$ cat config.mk
export PLATFORM = sky130hd
export DESIGN_NAME = cc_gate_ctrl
export DESIGN_NICKNAME = d
export VERILOG_FILES = /design/src/rtl/cc_gate_pkg.sv /design/src/rtl/cc_holdoff_cnt.sv /design/src/rtl/cc_gate_ctrl.sv
export SDC_FILE = /design/constraint.sdc
export NUM_CORES = 1
export LEC_CHECK = 0
export CAP_MARGIN = 40
export CORE_ASPECT_RATIO = 1.4
export CORE_MARGIN = 8
export CORE_UTILIZATION = 42
export CTS_BUF_LIST = sky130_fd_sc_hd__clkbuf_8
export DETAILED_ROUTE_END_ITERATION = 12
export HOLD_SLACK_MARGIN = 0.15
export PLACE_DENSITY = 0.85
export SYNTH_ARGS = -nofsm -noshare
export SYNTH_HDL_FRONTEND = slang
export SYNTH_SLANG_ARGS = --single-unit
$ cat constraint.sdc
create_clock -name clock_i -period 4.25 [get_ports clock_i]
set_input_delay 0.6375 -clock clock_i [delete_from_list [all_inputs] [get_ports clock_i]]
set_output_delay 0.6375 -clock clock_i [all_outputs]
set_load 0.02 [all_outputs]
$ cat src/rtl/cc_gate_pkg.sv
// Shared types and helpers for the cc channel-gating controller.
package cc_gate_pkg;

  localparam int CC_NCH_DEF    = 8;
  localparam int CC_HOLD_W_DEF = 4;

  typedef enum logic [1:0] {
    ST_IDLE  = 2'd0,
    ST_ARM   = 2'd1,
    ST_VALID = 2'd2
  } cc_state_e;

  // Per-channel capture mux: inhibit forces zero, otherwise mode picks override.
  function automatic logic capture_sel(input logic mode, input logic inhibit,
                                       input logic data, input logic ovr);
    capture_sel = inhibit ? 1'b0 : (mode ? ovr : data);
  endfunction

endpackage

$ cat src/rtl/cc_holdoff_cnt.sv
// Loadable hold-off down-counter; saturates at zero instead of wrapping.
module cc_holdoff_cnt
  import cc_gate_pkg::*;
#(
  parameter int HOLD_W = CC_HOLD_W_DEF
) (
  input  logic              clk_i,
  input  logic              rst_i,
  input  logic              load_i,
  input  logic [HOLD_W-1:0] load_val_i,
  input  logic              dec_i,
  output logic              zero_o
);

  logic [HOLD_W-1:0] cnt_q, cnt_d;

  always_comb begin
    cnt_d = cnt_q;
    if (load_i)
      cnt_d = load_val_i;
    else if (dec_i && (cnt_q != '0))
      cnt_d = cnt_q - 1'b1;
  end

  always_ff @(posedge clk_i) begin
    if (rst_i) cnt_q <= '0;
    else       cnt_q <= cnt_d;
  end

  assign zero_o = (cnt_q == '0);

endmodule

$ cat src/rtl/cc_gate_ctrl.sv
// Registered channel-gating controller: qualify, hold off, capture, then
// present the captured vector under a valid/ack handshake.
module cc_gate_ctrl
  import cc_gate_pkg::*;
#(
  parameter int NCH    = CC_NCH_DEF,
  parameter int HOLD_W = CC_HOLD_W_DEF
) (
  input  logic              clock_i,
  input  logic              reset_i,
  input  logic              en_i,
  input  logic              sel_a_i,
  input  logic              sel_b_i,
  input  logic              mode_i,
  input  logic              inhibit_i,
  input  logic [HOLD_W-1:0] hold_cfg_i,
  input  logic [NCH-1:0]    data_in_i,
  input  logic [NCH-1:0]    ovr_in_i,
  input  logic              ack_i,
  output logic [NCH-1:0]    out_o,
  output logic              out_valid_o,
  output logic              busy_o,
  output logic              out_par_o
);

  cc_state_e      state_q;
  logic [NCH-1:0] out_q, cap_d;
  logic           valid_q, busy_q, par_q;
  logic           qual, cnt_load, cnt_dec, cnt_zero;

  assign qual = en_i & sel_a_i & sel_b_i;

  genvar g;
  for (g = 0; g < NCH; g++) begin : g_ch
    assign cap_d[g] = capture_sel(mode_i, inhibit_i, data_in_i[g], ovr_in_i[g]);
  end

  // Counter reloads on every entry into ARM, from IDLE or from an acked VALID.
  assign cnt_load = ((state_q == ST_IDLE) && qual) ||
                    ((state_q == ST_VALID) && en_i && ack_i && qual);
  assign cnt_dec  = (state_q == ST_ARM) && en_i;

  cc_holdoff_cnt #(.HOLD_W(HOLD_W)) u_cnt (
    .clk_i      (clock_i),
    .rst_i      (reset_i),
    .load_i     (cnt_load),
    .load_val_i (hold_cfg_i),
    .dec_i      (cnt_dec),
    .zero_o     (cnt_zero)
  );

  always_ff @(posedge clock_i) begin
    if (reset_i) begin
      state_q <= ST_IDLE;
      out_q   <= '0;
      valid_q <= 1'b0;
      busy_q  <= 1'b0;
      par_q   <= 1'b0;
    end else begin
      case (state_q)
        ST_IDLE: begin
          if (qual) begin
            state_q <= ST_ARM;
            busy_q  <= 1'b1;
          end
        end
        ST_ARM: begin
          if (!en_i) begin
            state_q <= ST_IDLE;
            busy_q  <= 1'b0;
            out_q   <= '0;
            par_q   <= 1'b0;
            valid_q <= 1'b0;
          end else if (cnt_zero) begin
            state_q <= ST_VALID;
            out_q   <= cap_d;
            par_q   <= ^cap_d;
            valid_q <= 1'b1;
          end
        end
        ST_VALID: begin
          // en-low wins over a same-cycle ack and also clears the held vector.
          if (!en_i) begin
            state_q <= ST_IDLE;
            busy_q  <= 1'b0;
            out_q   <= '0;
            par_q   <= 1'b0;
            valid_q <= 1'b0;
          end else if (ack_i) begin
            valid_q <= 1'b0;
            if (qual) begin
              state_q <= ST_ARM;
            end else begin
              state_q <= ST_IDLE;
              busy_q  <= 1'b0;
            end
          end
        end
        default: begin
          state_q <= ST_IDLE;
          busy_q  <= 1'b0;
          valid_q <= 1'b0;
        end
      endcase
    end
  end

  assign out_o       = out_q;
  assign out_valid_o = valid_q;
  assign busy_o      = busy_q;
  assign out_par_o   = par_q;

endmodule

==> summary.md <==
| Metric | Value |
|---|---|
| YS warnings | 0 |
| Most frequent cell after synthesis | dfxtp_1 |
| Post-route cell area | 1480 um2 |
| Slowest cell delay on critical path | 0.69 ns |
| Gr busiest metal | met2 |
| CTS Root Cell | clkbuf_8 |
| Share of the synthesized area in the top cell type | 0.318 |
| H-tree depth | 1 |
| Largest net degree at the start of global routing | 18 |
| Largest cells by area after synthesis | dfxtp_1 (32%), xnor2_1 (11%), mux2i_1 (8.4%), a21oi_1 (7.0%), nand2_1 (4.6%) |
| CP arrival | 2.47 ns |
| RR Startpoint | u_cnt.cnt_q[0] |
| Post-synth top cells | dfxtp_1 (17), a21oi_1 (15), nand2_1 (13), xnor2_1 (13), mux2i_1 (9) |
| Diode count | 0 |
| Skew final | 0.000956 ns |
| Post-DP HPWL | 2320 um |
| WP buf/inv | 2 |
| Final ANT Viol Nets | 0 |
| Total CTS buffers | 3 |
| Total wire length | between 2000 and 3000 um |
| Setup CP Type | input pin to register |
| Syn_area_per_cell | 8.70 um2 |
| Setup TNS | 0 ns |
| Port Buffers | 38 |
| Worst endpoint required time | 4.36 ns |
| Grt ovf | 0 |
| Worst slew pin tran | 0.803 ns |
| Ratio of cells with drive above 1 in the final layout | 0.101 |
| Final period utilization | 0.554 |
| Hold Path Class | register to register |
| Boundary Pins | 39 |
| GRT met2 Usage | 0.248 |
| Die area | 4440 um2 |
| Max-Slew Margin vs Limit | 0.463 |
| Die height | 75.7 um |
| Routed length per instance | 14.6 um |
| Number of global-route vias before repair | 1103 |
| Reg clk slew, reported paths | 0.06 ns |
| Worst VDD drop | between 0.1 and 0.15 mV |
| Post_cts resized | 0 |
| DR iter-0 viols | 15 |
| Async SR Flop Fraction | 0 |
| GPL Wtd Cong | between 0.8 and 0.9 |
| Critical-path cell list | clkdlybuf4s50_1 > inv_1 > a211oi_2 > or3_2 > a21oi_1 |
| R2r setup slk | 2.05 ns |
| Status | finished clean |
| # Post-CTS Setup Buffers | 0 |
| Initial Utilization | 0.443 |
| Sequential share of the synthesized area | 0.318 |
| Slowest stage cell on the critical path | a211oi_2 |
| Gr usage total | 0.138 |
| Initial antenna violation count | 0 |
| Synth area leader | dfxtp_1 |
| Startpoint of the worst setup timing path | en_i |
| Critical Path End Type | register |
| First-pass GRT wire length | between 4000 and 5000 um |
| M3 GR Usage | 0.0422 |
| Post-synth net total | 152 |
| Std cell rows | 21 |
| Crit-path max FO | 16 |
| Dpl cell area | 1440 um2 |
| Vias | 992 |
| Post-Syn Area | 1070 um2 |
| # DRC | 0 |
| Core area | 2420 um2 |
| Number of nets in the layout | 189 |
| Fmax | 0.424 GHz |
| Max Slew Vio Count | 0 |
| Pwr/cell area | 263 nW/um2 |
| Final setup vio count | 0 |
| Netlist cell types | 35 |
| CTS tree | done |
| Final setup margin | 1.89 ns |
| Mapped Cells | 123 |
| Max_cap viols | 0 |
| CTS Hold Bufs | 0 |
| Detailed Routing Iterations Pass 1 | 4 |
| CTS Sinks | 17 |
| Minimum clock period | around 2.4 ns |
| HP Start | out_o[1] |
| Clock tree buffer depth | 2 |
| Yosys reg bits | 17 |
| Die span in x | between 50 and 60 um |
| RSZ-0062 raised after global routing | no |
| Critical path's top delay family | buffers and inverters |
| Clk_lat worst skew | about 0.25 ns |
| Post-DR vias/cell | 5.14 |
| Number of synthesized flops with an enable pin | 0 |
| Leak | between 0.5 and 0.6 nW |
| Synth-to-Final Area Change | 38.5% |
| Final hold violation count | 0 |
| Nature of the critical path startpoint | input pin |
| Post-synth top flop | dfxtp_1 |
| Dpl ws | ~1.6 ns |
| Global-route met1 utilization | 0.141 |
[worst register-to-register path: stages (launching register included)]
cell and delay, ns:
dfxtp_1 0.34, inv_1 0.07, ha_1 0.17, or3b_4 0.41, nor3b_4 0.27, a211oi_2 0.17
or3_2 0.53, a21oi_1 0.17
[cells by family (layout without fill, tap and decap cells)]
group                    Yosys count  count (layout)  synth area share
AND/OR/NAND/NOR                   40              40             0.213
AO/OA/AOI/OAI                     28              28             0.167
flip-flops                        17              17             0.318
XOR/XNOR                          16              16             0.131
buffers and inverters             12              48            0.0748
multiplexers                       9               9            0.0842
adder cells (fa/ha/maj)            1               1            0.0117
[metal layers]
layer  wire (um)  vias up
li1            -      498
met1        1050      449
met2        1460       40
met3         236        5
met4          61        0
met5           0        -
[where the power goes]
| group | switching [mW] | internal, mW |
|---|---|---|
| clock | 0.0561 | 0.0651 |
| sequential | 0.00396 | 0.164 |
| combinational | 0.0429 | 0.0580 |
| total | 0.103 | 0.287 |
[cells in the final DEF (no fill, tap or decap), types with 2 or more instances in the layout]
master	count
mux2i_1	9
nor2_1	8
clkbuf_8	3
xnor2_1	13
clkdlybuf4s50_1	38
nand2_1	13
a211oi_1	2
dfxtp_1	17
a21oi_1	15
xor2_1	3
o21ai_0	2
nand3_1	2
o22a_1	2
inv_1	6
or3_2	6
nor3_1	2
[path summary, 6_finish.rpt]
kind,depth (start not counted),endpoint
setup reg to reg,7,out_o[0]
setup / recovery,5,out_o[0]
hold reg to reg,2,out_o[1]
hold / removal,2,out_o[1]
[area by class of cell]
| class | count | area, um2 |
|---|---|---|
| Clock buffer | 3 | 41.3 |
| Clock inverter | 1 | 5.00 |
| Fill cell | 211 | 936 |
| Inverter | 6 | 22.5 |
| Multi-Input combinational cell | 94 | 649 |
| Sequential cell | 17 | 340 |
| Tap cell | 34 | 42.5 |
| Timing Repair Buffer | 38 | 380 |
[stage by stage]
step / cells / hold slack [ns] / utilization / power (mW)
after floorplan: 123 / 0.467 / - / 0.233
after global placement: 189 / 0.446 / 0.594 / 0.269
after detailed placement: 189 / 0.451 / 0.594 / 0.273
after CTS: 193 / 0.460 / 0.613 / 0.394
after global routing: 193 / 0.488 / 0.613 / 0.410
final: 193 / 0.463 / 0.613 / 0.390
[sequential cells by signal (all words and copies together) (netlist names)]
register	cells
out_o	8
u_cnt.cnt_q	4
state_q	2
busy_o	1
out_par_o	1
out_valid_o	1
Power figures use the tool's default switching activity.
